### config.mk
export PLATFORM = sky130hd
export DESIGN_NAME = stream_demux
export DESIGN_NICKNAME = d
export VERILOG_FILES = /design/src/rtl/demux_pkg.sv /design/src/rtl/demux_dec.sv /design/src/rtl/stream_demux.sv
export SDC_FILE = /design/constraint.sdc
export NUM_CORES = 1
export LEC_CHECK = 0
export ABC_CLOCK_PERIOD_IN_PS = 3600
export CAP_MARGIN = 20
export CELL_PAD_IN_SITES_DETAIL_PLACEMENT = 0
export CELL_PAD_IN_SITES_GLOBAL_PLACEMENT = 1
export CORE_UTILIZATION = 30
export DETAILED_ROUTE_END_ITERATION = 16
export PLACE_DENSITY_LB_ADDON = 0.1
export SLEW_MARGIN = 20
export SYNTH_ARGS = -nofsm -noshare
export SYNTH_HDL_FRONTEND = slang
export SYNTH_SLANG_ARGS = --single-unit
### constraint.sdc
create_clock -name clk -period 3.6 [get_ports clk]
set_input_delay 0.9 -clock clk [delete_from_list [all_inputs] [get_ports clk]]
set_output_delay 0.9 -clock clk [all_outputs]
set_load 0.1 [all_outputs]
### src/rtl/demux_pkg.sv
// Shared constants and state encoding for the stream demultiplexer.
package demux_pkg;

  localparam logic MODE_ADDR = 1'b0;
  localparam logic MODE_RR   = 1'b1;

  typedef enum logic {
    ST_EMPTY = 1'b0,
    ST_FULL  = 1'b1
  } state_e;

endpackage

### src/rtl/demux_dec.sv
// One-hot decode of a channel index, gated by an enable.
// Combinational, no backpressure.
module demux_dec #(
  parameter  int N_CH  = 16,
  localparam int SEL_W = $clog2(N_CH)
) (
  input  logic             en_i,
  input  logic [SEL_W-1:0] sel_i,
  output logic [N_CH-1:0]  onehot_o
);

  always_comb begin
    onehot_o = '0;
    for (int i = 0; i < N_CH; i++) begin
      onehot_o[i] = en_i && (sel_i == SEL_W'(i));
    end
  end

endmodule

### src/rtl/stream_demux.sv
// Single-beat registered demux: routes each input beat to one of N_CH channels.
// Latency 1 cycle; s_ready = !full | m_ready[dest], so drain and accept overlap.
module stream_demux
  import demux_pkg::*;
#(
  parameter  int DATA_W = 8,
  parameter  int N_CH   = 16,
  localparam int SEL_W  = $clog2(N_CH)
) (
  input  logic              clk,
  input  logic              rst,
  input  logic              mode,
  input  logic [N_CH-1:0]   ch_en,
  input  logic              s_valid,
  output logic              s_ready,
  input  logic [DATA_W-1:0] s_data,
  input  logic [SEL_W-1:0]  s_sel,
  output logic [N_CH-1:0]   m_valid,
  input  logic [N_CH-1:0]   m_ready,
  output logic [DATA_W-1:0] m_data,
  output logic [15:0]       drop_cnt
);

  state_e              state_q;
  logic [DATA_W-1:0]   data_q;
  logic [SEL_W-1:0]    dest_q;
  logic [SEL_W-1:0]    rr_q, rr_d;
  logic [15:0]         drop_q, drop_d;

  logic                full;
  logic                drain;
  logic                accept;
  logic                drop;
  logic [SEL_W-1:0]    dest_new;

  assign full     = (state_q == ST_FULL);
  assign drain    = full && m_ready[dest_q];
  assign s_ready  = !full || m_ready[dest_q];
  assign accept   = s_valid && s_ready;
  assign dest_new = (mode == MODE_RR) ? rr_q : s_sel;
  // Enable is judged only here, at acceptance; a held beat is never revoked.
  assign drop     = accept && !ch_en[dest_new];

  always_comb begin
    rr_d = rr_q;
    if (accept && (mode == MODE_RR)) begin
      rr_d = rr_q + SEL_W'(1);
    end
  end

  always_comb begin
    drop_d = drop_q;
    if (drop && (drop_q != 16'hFFFF)) begin
      drop_d = drop_q + 16'd1;
    end
  end

  always_ff @(posedge clk) begin
    if (rst) begin
      state_q <= ST_EMPTY;
      data_q  <= '0;
      dest_q  <= '0;
      rr_q    <= '0;
      drop_q  <= '0;
    end else begin
      rr_q   <= rr_d;
      drop_q <= drop_d;
      case (state_q)
        ST_EMPTY: begin
          if (accept && !drop) begin
            state_q <= ST_FULL;
            data_q  <= s_data;
            dest_q  <= dest_new;
          end
        end
        ST_FULL: begin
          if (accept && !drop) begin
            data_q <= s_data;
            dest_q <= dest_new;
          end else if (drain) begin
            state_q <= ST_EMPTY;
          end
        end
        default: state_q <= ST_EMPTY;
      endcase
    end
  end

  demux_dec #(.N_CH(N_CH)) u_dec (
    .en_i     (full),
    .sel_i    (dest_q),
    .onehot_o (m_valid)
  );

  assign m_data   = data_q;
  assign drop_cnt = drop_q;

endmodule

==> summary.txt <==
Die
  • Chip width: 83.9 um
  • Core area: 0.00642 mm^2
  • Initial Util: 31.3%
  • Die area: 0.00704 mm^2
  • Site row count: 29
  • Top Ports: slightly below 90
  • Die Span Y: around 84 um

Worst setup path
  • R2R depth: 6
  • Critical Path Start Type: input pin
  • Slowest library cell on the worst path: clkdlybuf4s50_1
  • Worst R2R Setup Slack: 1.12 ns
  • CP peak stage delay: 0.53 ns
  • Setup crit end kind: flip-flop
  • Critical path type: input pin to flip-flop
  • CP Cell Sequence: clkdlybuf4s50_1 -> mux2_4 -> mux4_2 -> o21ai_1 -> nand4_1 -> buf_12 -> nor4_1 -> mux2_2
  • FF-to-FF End: drop_cnt[14]
  • CP Max Fanout: 39
  • Worst Setup SP: mode
  • Worst Path Required: 3.78 ns
  • RR Startpoint: dest_q[1]
  • CP arrival: approximately 3.4 ns
  • Top delay family on crit path: multiplexers
  • Worst Path Buf+Inv: 2

Global routing
  • M2 GR Usage: 28.8%
  • First-pass GRT wire length: 9810 um
  • Met1 GRT Util: about 22%
  • Largest net degree at the start of global routing: 40
  • M3 GR Usage: 3.96%
  • Tot GR Track Use: 17.1%
  • Vias in the first global route: 2,089
  • Initial antenna violation count: 0
  • Global route overflow: 0
  • Busiest grt layer: met2

Yosys
  • Adder-cell area share of the yosys netlist: between 1 and 1.5%
  • Mapped cell area: 0.00201 mm^2
  • Number of library cell types mapped by synthesis: 39
  • Async set-reset flop share out of synthesis: 0%
  • Main combinational cell family by area after synthesis: simple AND/OR/NAND/NOR gates
  • Post-synth EDFFs: 0
  • Synth Area in Compound Gates: 16.3%
  • Syn. warnings: 0
  • Syn Inst Count: around 250
  • Main synth FF type: dfxtp_1
  • Syn avg cell area: just over 8 um^2
  • Synth Register Bits: 33
  • Multiplexer share of the synthesized area: 14.5%
  • Post-Synth Simple-Gate Area: 30.5%
  • Post-Synth XOR/XNOR Area: less than 1%
  • Mapped Nets: 298
  • Sequential share of the synthesized area: around a third

Route
  • DR iter-0 viols: 72
  • Vias: 2,140
  • First drt pass iteration count: 10
  • Routed wire length: 5730 um
  • # DRC: 13
  • Vias/cell: 5.21
  • Routed wire per std cell: around 14 um
  • Final ANT Viol Nets: 0

Final layout
  • Nets@finish: 383
  • Layout cells sized above 1: about 22%
  • Antenna diodes: 0
  • Most common library cell in the layout ignoring fill and taps: clkdlybuf4s50_1
  • Area Growth Syn to Fin: 50.2%
  • Design Area, Final: 0.00302 mm^2
  • Commonest non-fill, non-tap cells in the layout: 54 x clkdlybuf4s50_1, 41 x buf_4, 33 x dfxtp_1

Placement
  • Placed inst area: 0.00292 mm^2
  • Dpl hpwl: 4220 um
  • Gpl congestion: approximately 0.82
  • PortBufs: between 80 and 90

Worst hold path
  • Worst Hold Path Cells: 2
  • Hold EP: m_data[5]
  • Min-Delay Path Class: flip-flop to flip-flop
  • Hold Crit Start: m_data[5]

Timing
  • Clk_skew: 0.00470 ns
  • Fin. Hold Viols: 0
  • Setup TNS: 0 ns
  • Final setup viols: 0
  • Tmin final: roughly 3.2 ns
  • Fin. max-slew vios: 0
  • RSZ-0062 raised after global routing: no
  • Achievable clock frequency: 313 MHz
  • Worst Max-Slew Pin Slew: about 0.98 ns
  • Rel. slew slack: approximately a third
  • Period utilization: 88.7%

Clock tree
  • Post-CTS Hold Fix Bufs: 0
  • Clk slew on worst S/H paths: 0.07 ns
  • Clk root buf: clkbuf_8
  • H-tree depth: 2
  • Max clock buf depth: 2
  • CTS tree: yes
  • # clock sinks: 33
  • Setup bufs post-CTS: 0
  • CTS resizes: 0
  • CTS Buf Count: 5
  • Clock Latency Late Sink: 0.29 ns

Outcome
  • Status: finished, violations left
  • Failing checks: design-rule violations

Power and ir drop
  • Cell Pwr Density: 343 mW/mm^2
  • Peak VDD IR: 0.231 mV
  • Leakage power: approximately 1.1 nW

Flow run
  • Max Cap Viol: 0
[cell usage after synthesis (2+ instances only)]
master,instances,area (um^2)
dfxtp_1,33,661
or3b_2,2,17.5
mux2i_1,3,30.0
and2_1,2,12.5
nand3_1,19,95.1
nand2_1,15,56.3
o31ai_1,10,75.1
nand3b_1,5,37.5
nand4_1,7,43.8
a21oi_1,25,125
clkbuf_1,15,56.3
buf_2,3,15.0
nor2_1,26,97.6
inv_1,2,7.51
and3_1,3,18.8
mux2_2,12,135
mux4_2,5,113
or2_2,2,12.5
nor2b_1,7,43.8
or4_1,9,67.6
ha_1,2,25.0
nor4_1,2,12.5
o21ai_0,12,60.1
nand2b_1,3,18.8
nor3_1,8,40.0
and4_1,3,26.3
[area by class of cell]
cell class	instances	area (um^2)
clock buffer	7	96.3
clock inverter	1	5.00
fill	657	3400
inverter	2	7.51
multi-input combinational	194	1270
sequential	33	661
tap	77	96.3
timing repair buffer	97	888
[sequential cells by signal, indices dropped and copies added, names as in the netlist]
| signal | flops |
|---|---|
| dest_q | 4 |
| rr_q | 4 |
| full | 1 |
| m_data | 8 |
| drop_cnt | 16 |
[worst max-delay path by stage]
| stage | endpoint | cells past startpoint | slack (ns) |
|---|---|---|---|
| 2_1_floorplan | drop_cnt[11] | 7 | 0.38 |
| 3_3_place_gp | drop_cnt[8] | 8 | 0.14 |
| 3_5_place_dp | drop_cnt[14] | 8 | 0.10 |
| 4_1_cts | s_ready | 5 | 0.39 |
| 5_1_grt | drop_cnt[14] | 8 | 0.30 |
| 6_report | drop_cnt[14] | 8 | 0.41 |
[worst min-delay path: stages, from the launching register on]
cell and delay (ns):
dfxtp_1 0.31, o21ai_0 0.06, a21oi_1 0.06
[per-stage QoR]
| step | power [mW] | util [%] | hold slack [ns] | cells | setup slack, ns |
|---|---|---|---|---|---|
| floorplan | 0.615 | - | 0.510 | 248 | 0.377 |
| global placement | 0.736 | 45.5 | 0.464 | 403 | 0.138 |
| detailed placement | 0.737 | 45.5 | 0.467 | 403 | 0.102 |
| CTS | 1.05 | 47.1 | 0.482 | 411 | 0.391 |
| global route | 1.10 | 47.1 | 0.497 | 411 | 0.303 |
| finish | 1.04 | 47.1 | 0.479 | 411 | 0.408 |
[cell families (layout without fill, tap and decap cells)]
| group | count (synthesis) | after routing |
|---|---|---|
| buf+inv | 21 | 107 |
| mux | 21 | 21 |
| xor+xnor | 1 | 1 |
| compound gates | 55 | 55 |
| fa+ha+maj | 2 | 2 |
| simple gates | 115 | 115 |
| flops | 33 | 33 |
[power breakdown]
group | leakage (nW) | switching (mW) | internal, mW
Clock | 0.0542 | 0.140 | 0.173
Sequential | 0.268 | 0.0218 | 0.381
Combinational | 0.800 | 0.191 | 0.132
[metal layers]
metal | up-vias | share of wire [%]
li1 | 1098 | -
met1 | 982 | 46
met2 | 53 | 48
met3 | 7 | 4.6
met4 | 0 | 1.1
met5 | - | 0
No activity file was read; power rests on OpenSTA's default activity.
